## config.mk

```make
export PLATFORM = sky130hd
export DESIGN_NAME = object_locator
export DESIGN_NICKNAME = d
export VERILOG_FILES = /design/src/rtl/object_locator.sv
export SDC_FILE = /design/constraint.sdc
export NUM_CORES = 1
export LEC_CHECK = 0
export BUFFER_PORTS_ARGS = -buffer_cell sky130_fd_sc_hd__buf_4
export CELL_PAD_IN_SITES_DETAIL_PLACEMENT = 0
export CELL_PAD_IN_SITES_GLOBAL_PLACEMENT = 1
export CORE_ASPECT_RATIO = 0.75
export CORE_MARGIN = 3
export CORE_UTILIZATION = 45
export DETAILED_ROUTE_END_ITERATION = 16
export PLACE_DENSITY_LB_ADDON = 0.2
export SYNTH_ARGS = -nofsm -noshare
export SYNTH_HDL_FRONTEND = slang
export SYNTH_SLANG_ARGS = --single-unit
```

## constraint.sdc

```tcl
create_clock -name clk -period 6.4 [get_ports clk]
set_clock_uncertainty 0.2 [all_clocks]
set_input_delay 0.96 -clock clk [delete_from_list [all_inputs] [get_ports clk]]
set_output_delay 0.96 -clock clk [all_outputs]
set_load 0.03 [all_outputs]
```

## src/rtl/object_locator.sv

```systemverilog
// ---------------------------------------------------------------------------
// object_locator
//
// Computes the centroid of all pixels flagged as belonging to the tracked
// object over one video frame.  Coordinate sums and a hit count are
// accumulated per frame.  At end of frame the totals are snapshotted and two
// restoring dividers (x and y, in parallel) run during blanking, one quotient
// bit per cycle.  The last valid centre is held between updates.
//
// Ports:
//   clk          in   system clock
//   aresetn      in   asynchronous active-low reset
//   enable       in   pixel strobe, inputs sampled only when high
//   is_target    in   current pixel belongs to the object
//   x_pos        in   current pixel x  [DISP_WIDTH]
//   y_pos        in   current pixel y  [DISP_WIDTH]
//   end_of_frame in   one-cycle pulse after the last pixel of a frame
//   x_obj        out  centroid x, registered  [DISP_WIDTH]
//   y_obj        out  centroid y, registered  [DISP_WIDTH]
//   obj_found    out  last completed frame had at least MIN_PIXELS hits
//   pos_update   out  one-cycle pulse when the outputs refresh
//   busy         out  divider running
// ---------------------------------------------------------------------------
module object_locator #(
    parameter int DISP_WIDTH = 11,
    parameter int MIN_PIXELS = 16
) (
    input  logic                  clk,
    input  logic                  aresetn,
    input  logic                  enable,
    input  logic                  is_target,
    input  logic [DISP_WIDTH-1:0] x_pos,
    input  logic [DISP_WIDTH-1:0] y_pos,
    input  logic                  end_of_frame,
    output logic [DISP_WIDTH-1:0] x_obj,
    output logic [DISP_WIDTH-1:0] y_obj,
    output logic                  obj_found,
    output logic                  pos_update,
    output logic                  busy
);

    localparam int CNT_WIDTH  = 2 * DISP_WIDTH;
    localparam int SUM_WIDTH  = 3 * DISP_WIDTH;
    localparam int ITER_WIDTH = $clog2(SUM_WIDTH + 1);

    localparam logic [ITER_WIDTH-1:0] LAST_ITER = ITER_WIDTH'(SUM_WIDTH - 1);
    localparam logic [ITER_WIDTH-1:0] ITER_ONE  = ITER_WIDTH'(1);
    localparam logic [CNT_WIDTH-1:0]  MIN_CNT   = CNT_WIDTH'(MIN_PIXELS);
    localparam logic [CNT_WIDTH-1:0]  CNT_ONE   = CNT_WIDTH'(1);

    typedef enum logic [1:0] {
        ST_IDLE   = 2'd0,
        ST_DIVIDE = 2'd1,
        ST_DONE   = 2'd2
    } state_t;

    // One restoring-division step: shift the next dividend bit into the
    // partial remainder, subtract the divisor when it fits, and shift the
    // resulting quotient bit into the low end of the dividend register.
    // Returns {new_remainder, new_quotient_register}.
    function automatic logic [CNT_WIDTH+SUM_WIDTH-1:0] div_step(
        input logic [CNT_WIDTH-1:0] rem,
        input logic [SUM_WIDTH-1:0] quo,
        input logic [CNT_WIDTH-1:0] dvsr
    );
        logic [CNT_WIDTH:0]   trial;
        logic [CNT_WIDTH-1:0] diff;
        trial = {rem, quo[SUM_WIDTH-1]};
        // The difference is smaller than the divisor, so its low bits suffice.
        diff  = trial[CNT_WIDTH-1:0] - dvsr;
        if (trial >= {1'b0, dvsr}) begin
            return {diff, quo[SUM_WIDTH-2:0], 1'b1};
        end else begin
            return {trial[CNT_WIDTH-1:0], quo[SUM_WIDTH-2:0], 1'b0};
        end
    endfunction

    state_t                  state_r;
    state_t                  state_next_s;

    logic                    hit_s;
    logic [SUM_WIDTH-1:0]    x_inc_s;
    logic [SUM_WIDTH-1:0]    y_inc_s;
    logic [CNT_WIDTH-1:0]    cnt_inc_s;
    logic [SUM_WIDTH-1:0]    sum_x_tot_s;
    logic [SUM_WIDTH-1:0]    sum_y_tot_s;
    logic [CNT_WIDTH-1:0]    count_tot_s;

    logic [SUM_WIDTH-1:0]    sum_x_r;
    logic [SUM_WIDTH-1:0]    sum_y_r;
    logic [CNT_WIDTH-1:0]    count_r;

    logic [CNT_WIDTH-1:0]    rem_x_r;
    logic [CNT_WIDTH-1:0]    rem_y_r;
    logic [SUM_WIDTH-1:0]    quo_x_r;
    logic [SUM_WIDTH-1:0]    quo_y_r;
    logic [CNT_WIDTH-1:0]    dvsr_r;
    logic [ITER_WIDTH-1:0]   iter_r;

    logic [CNT_WIDTH+SUM_WIDTH-1:0] step_x_s;
    logic [CNT_WIDTH+SUM_WIDTH-1:0] step_y_s;

    logic [DISP_WIDTH-1:0]   x_obj_r;
    logic [DISP_WIDTH-1:0]   y_obj_r;
    logic                    obj_found_r;
    logic                    pos_update_r;
    logic                    busy_r;

    // Running totals including the current pixel, so a hit on the
    // end_of_frame cycle still lands in the frame that is ending.
    always_comb begin
        hit_s       = enable & is_target;
        x_inc_s     = {SUM_WIDTH{1'b0}};
        y_inc_s     = {SUM_WIDTH{1'b0}};
        cnt_inc_s   = {CNT_WIDTH{1'b0}};
        if (hit_s) begin
            x_inc_s   = SUM_WIDTH'(x_pos);
            y_inc_s   = SUM_WIDTH'(y_pos);
            cnt_inc_s = CNT_ONE;
        end else begin
            x_inc_s   = {SUM_WIDTH{1'b0}};
            y_inc_s   = {SUM_WIDTH{1'b0}};
            cnt_inc_s = {CNT_WIDTH{1'b0}};
        end
        sum_x_tot_s = sum_x_r + x_inc_s;
        sum_y_tot_s = sum_y_r + y_inc_s;
        count_tot_s = count_r + cnt_inc_s;
    end

    // Frame accumulators: run in every state, cleared on every end_of_frame
    // (whether or not the totals are taken by the divider).
    always_ff @(posedge clk or negedge aresetn) begin
        if (!aresetn) begin
            sum_x_r <= {SUM_WIDTH{1'b0}};
            sum_y_r <= {SUM_WIDTH{1'b0}};
            count_r <= {CNT_WIDTH{1'b0}};
        end else if (end_of_frame) begin
            sum_x_r <= {SUM_WIDTH{1'b0}};
            sum_y_r <= {SUM_WIDTH{1'b0}};
            count_r <= {CNT_WIDTH{1'b0}};
        end else begin
            sum_x_r <= sum_x_tot_s;
            sum_y_r <= sum_y_tot_s;
            count_r <= count_tot_s;
        end
    end

    // FSM state register.
    always_ff @(posedge clk or negedge aresetn) begin
        if (!aresetn) begin
            state_r <= ST_IDLE;
        end else begin
            state_r <= state_next_s;
        end
    end

    // FSM next-state logic; end_of_frame is only acted upon in IDLE.
    always_comb begin
        state_next_s = state_r;
        case (state_r)
            ST_IDLE: begin
                if (end_of_frame) begin
                    state_next_s = ST_DIVIDE;
                end else begin
                    state_next_s = ST_IDLE;
                end
            end
            ST_DIVIDE: begin
                if (iter_r == LAST_ITER) begin
                    state_next_s = ST_DONE;
                end else begin
                    state_next_s = ST_DIVIDE;
                end
            end
            ST_DONE: begin
                state_next_s = ST_IDLE;
            end
            default: begin
                state_next_s = ST_IDLE;
            end
        endcase
    end

    // Next divider step for both axes.
    always_comb begin
        step_x_s = div_step(rem_x_r, quo_x_r, dvsr_r);
        step_y_s = div_step(rem_y_r, quo_y_r, dvsr_r);
    end

    // Divider datapath: snapshot on an accepted end_of_frame, then one
    // quotient bit per DIVIDE cycle.  A zero divisor just yields garbage that
    // the output stage discards because the count is below the threshold.
    always_ff @(posedge clk or negedge aresetn) begin
        if (!aresetn) begin
            rem_x_r <= {CNT_WIDTH{1'b0}};
            rem_y_r <= {CNT_WIDTH{1'b0}};
            quo_x_r <= {SUM_WIDTH{1'b0}};
            quo_y_r <= {SUM_WIDTH{1'b0}};
            dvsr_r  <= {CNT_WIDTH{1'b0}};
            iter_r  <= {ITER_WIDTH{1'b0}};
        end else begin
            case (state_r)
                ST_IDLE: begin
                    if (end_of_frame) begin
                        rem_x_r <= {CNT_WIDTH{1'b0}};
                        rem_y_r <= {CNT_WIDTH{1'b0}};
                        quo_x_r <= sum_x_tot_s;
                        quo_y_r <= sum_y_tot_s;
                        dvsr_r  <= count_tot_s;
                        iter_r  <= {ITER_WIDTH{1'b0}};
                    end
                end
                ST_DIVIDE: begin
                    {rem_x_r, quo_x_r} <= step_x_s;
                    {rem_y_r, quo_y_r} <= step_y_s;
                    iter_r             <= iter_r + ITER_ONE;
                end
                default: begin
                    iter_r <= iter_r;
                end
            endcase
        end
    end

    // Output stage: refresh in DONE only; positions are held when the frame
    // did not contain enough hits.
    always_ff @(posedge clk or negedge aresetn) begin
        if (!aresetn) begin
            x_obj_r      <= {DISP_WIDTH{1'b0}};
            y_obj_r      <= {DISP_WIDTH{1'b0}};
            obj_found_r  <= 1'b0;
            pos_update_r <= 1'b0;
            busy_r       <= 1'b0;
        end else begin
            pos_update_r <= (state_r == ST_DONE);
            busy_r       <= (state_next_s != ST_IDLE);
            if (state_r == ST_DONE) begin
                if (dvsr_r >= MIN_CNT) begin
                    // Mean is below 2^DISP_WIDTH, so the low bits are exact.
                    x_obj_r     <= quo_x_r[DISP_WIDTH-1:0];
                    y_obj_r     <= quo_y_r[DISP_WIDTH-1:0];
                    obj_found_r <= 1'b1;
                end else begin
                    obj_found_r <= 1'b0;
                end
            end
        end
    end

    assign x_obj      = x_obj_r;
    assign y_obj      = y_obj_r;
    assign obj_found  = obj_found_r;
    assign pos_update = pos_update_r;
    assign busy       = busy_r;

endmodule

```

==> impl_metrics.yaml <==
run_status:
  status: "complete, no violations"
clock_network:
  clock_sink_count: 253
  htreeDepth: 1
  cts_hold_buffers: 0
  cts-root-to-sink-buffers: 3
  numCtsBuffers: 27
  tritoncts_clock_tree: "done"
  cts_post_setup_buffers_inserted: 0
  clkLatencyLatePin_ns: 0.54
  resize_count_post_cts: 0
  clk_pin_slew_worst_paths_ns: 0.06
  root_buffer: "sky130_fd_sc_hd__clkbuf_16"
synth:
  synth_seq_cells: 253
  synth_ff_type: "sky130_fd_sc_hd__dfrtp_1"
  ys.warnings.count: 0
  seq_area_frac_synth: 0.460
  synthArstFlopShare: 1.00
  synthCells: 1415
  post_synth_edffs: 0
  postSynthAreaPerCell_um2: 9.73
  postSynthNetCount: 1516
  post_synth_num_cell_types: 68
  synth.cell_area_um2: 13800
worst_setup_path:
  cp_max_fo: 23
  setup.reg_to_reg.worst_slack_ns: 2.48
  critical_path_arrival_ns: 4.32
  cp-end-kind: "register"
  required_ns: 6.59
  worstSetupPathType: "primary input to register"
  worst_setup_path_start_kind: "primary input"
global_route:
  grt_pass1_wl_mm: 57.9
  globalRoute.totalOverflow: 0
  grtUsageTotal: 0.215
  grt_max_degree: 155
  via_count_of_the_first_global_routing_pass: 10500
  antenna_violations_before_repair: 0
cells_and_area:
  syn2layout_area_growth_pct: 11.6
  antenna_cells: 0
  finish.utilization: 0.519
  layout.nets: 1540
  fin_cells: 1850
  drive_above_1_share: 0.106
  postLayoutCellArea_um2: 15400
  mostFrequentLayoutCells: "sky130_fd_sc_hd__dfrtp_1 (253), sky130_fd_sc_hd__nor2_1 (134), sky130_fd_sc_hd__nand2_1 (108), sky130_fd_sc_hd__o21ai_0 (94), sky130_fd_sc_hd__a21oi_1 (73)"
  final_common_cell: "sky130_fd_sc_hd__dfrtp_1"
power_and_ir_drop:
  fin_total_pwr_w: 0.00687
  cellInternalPower_w: 0.00420
  cellLeakagePower_nw: 6.82
  clock_power_share: 0.234
  irDropWorstVdd_v: 0.000209
  pwr-share-seq: 0.338
  combinationalPowerShare: 0.427
  power.switching_w: 0.00268
  sw_frac_of_total: 0.390
  power_per_cell_area_nw_per_um2: 447
run:
  maxCapViolations: 0
floorplanning:
  num_io_pins: 52
  chip_height_um: 157
  chipWidth_um: 208
  start_util: 0.465
  die_area_um2: 32700
  placement_rows: 54
  coreArea_um2: 29600
drt:
  route.vias.total: 10600
  route.final.wire_length_mm: 34.4
  drc_errors: 0
  drt-wirelength-per-cell_um: 18.6
  drt-pass1-iter-count: 5
  detail_route.iter0.violations: 809
  postRouteAntennaNets: 0
  post_drt_via_cell_ratio: 5.70
placement:
  hpwl_mm: 22.7
  place.gp.congestion: 0.822
  io_buffers: 51
  place.detailed.instances: 1802
  place_area_um2: 14500
timing:
  tightestPinTransition_ns: 1.14
  timing.final.crit_share: 0.644
  maxSlewViolCount: 0
  grt_setup_unrepaired: "false"
  report.final.setup_viol: 0
  final-hold-violation-count: 0
  maxSlewHeadroom: 0.241
  maxClockFrequency_mhz: 243
  timing.setup.tns_ns: 0
  layout_min_cycle_time_ns: 4.12
hold_path:
  worst_hold_path_type: "primary input to async pin"
==> final cells by class <==
class                   count  area (um^2)
clock inverters             8          118
fillers                  2727        14200
flip-flops and latches    253         6330
multi-input cells        1049         6990
clock buffers              40          774
repair buffers             61          478
well taps                 392          490
inverters                  47          176
==> through the flow <==
step / hold slack (ns) / worst slack [ns]
after floorplan: 0.250 / 2.77
after global placement: 0.266 / 1.84
after detailed placement: 0.277 / 1.78
after CTS: 0.288 / 2.35
after global routing: 0.301 / 1.95
final: 0.245 / 2.28
==> kinds of logic (layout without fill, tap and decap cells) <==
family / after synthesis / in the layout / share of synthesized area
AND/OR/NAND/NOR: 464 / 464 / 0.163
AO/OA/AOI/OAI: 358 / 358 / 0.171
flip-flops: 253 / 253 / 0.460
XOR/XNOR: 117 / 117 / 0.0745
buffers and inverters: 113 / 156 / 0.0335
adder cells (fa/ha/maj): 74 / 74 / 0.0695
multiplexers: 36 / 36 / 0.0283
==> routing by layer <==
layer / up-vias / routed length [um] / global-route usage
li1: 5116 / - / -
met5: - / 0 / 0
met4: 0 / 564 / 0.0385
met1: 5194 / 18400 / 0.340
met3: 43 / 1490 / 0.0309
met2: 199 / 13900 / 0.314
==> power groups by stage <==
| stage | Combinational [W] | Clock, W | Sequential [W] |
|---|---|---|---|
| finish | 0.00294 | 0.00161 | 0.00232 |
| global route | 0.00331 | 0.00173 | 0.00237 |
| CTS | 0.00294 | 0.00165 | 0.00232 |
| detailed placement | 0.00291 | 0 | 0.00234 |
| global placement | 0.00287 | 0 | 0.00234 |
| floorplan | 0.00237 | 0 | 0.00223 |
==> final timing paths <==
| check | start | endpoint | depth (start not counted) |
|---|---|---|---|
| worst max-delay path | enable | quo_x_r[32] | 13 |
| worst min-delay path | aresetn | y_obj[4] | 1 |
| worst max register to register | dvsr_r[1] | rem_y_r[21] | 11 |
| worst min register to register | dvsr_r[17] | dvsr_r[17] | 2 |
| max in group asynchronous | aresetn | count_r[17] | 2 |
| min in group clk | dvsr_r[17] | dvsr_r[17] | 2 |
==> synthesized netlist by cell type, drive strengths merged (3+ instances only) <==
cell | n | area, um^2
fa | 4 | 80.1
a211oi | 6 | 60.1
xor2 | 62 | 543
nor2 | 135 | 509
nand2 | 109 | 412
a21oi | 74 | 374
clkbuf | 52 | 195
ha | 70 | 876
nor4 | 10 | 62.6
xnor2 | 55 | 482
a32oi | 8 | 70.1
or3 | 5 | 31.3
o31ai | 7 | 62.6
o311ai | 21 | 184
mux2i | 13 | 130
a211o | 3 | 26.3
and4 | 4 | 35.0
a2111oi | 4 | 47.6
a31oi | 5 | 61.3
dfrtp | 253 | 6330
a22oi | 38 | 285
and3 | 41 | 257
nor2b | 32 | 200
o22ai | 23 | 144
o21ai | 108 | 552
buf | 14 | 90.1
o21a | 7 | 52.6
a21o | 22 | 165
nand3 | 57 | 285
nand4 | 15 | 93.8
inv | 47 | 176
and2 | 5 | 31.3
o211ai | 3 | 22.5
o22a | 7 | 61.3
mux2 | 23 | 259
nor3b | 3 | 33.8
o21bai | 9 | 67.6
nor3 | 21 | 105
nand2b | 15 | 93.8
or2 | 7 | 43.8
==> worst max-delay path: stages <==
cell and delay (ns):
sky130_fd_sc_hd__buf_4 0.18, sky130_fd_sc_hd__and3_1 0.18, sky130_fd_sc_hd__ha_1 0.20, sky130_fd_sc_hd__fa_1 0.42
sky130_fd_sc_hd__a21oi_1 0.18, sky130_fd_sc_hd__o21bai_1 0.14, sky130_fd_sc_hd__a21oi_1 0.25, sky130_fd_sc_hd__o21ai_0 0.14
sky130_fd_sc_hd__a31o_2 0.28, sky130_fd_sc_hd__a21oi_1 0.89, sky130_fd_sc_hd__nor4b_2 0.14, sky130_fd_sc_hd__xnor2_1 0.23
sky130_fd_sc_hd__o21ai_0 0.10
==> flip-flops by register name (all words and copies together) (netlist names) <==
name,flops
sum_x_r,33
quo_x_r,33
sum_y_r,33
state_r,2
count_r,22
rem_y_r,22
pos_update,1
y_obj,11
busy,1
quo_y_r,33
iter_r,6
obj_found,1
dvsr_r,22
rem_x_r,22
x_obj,11
Power figures use the tool's default switching activity.
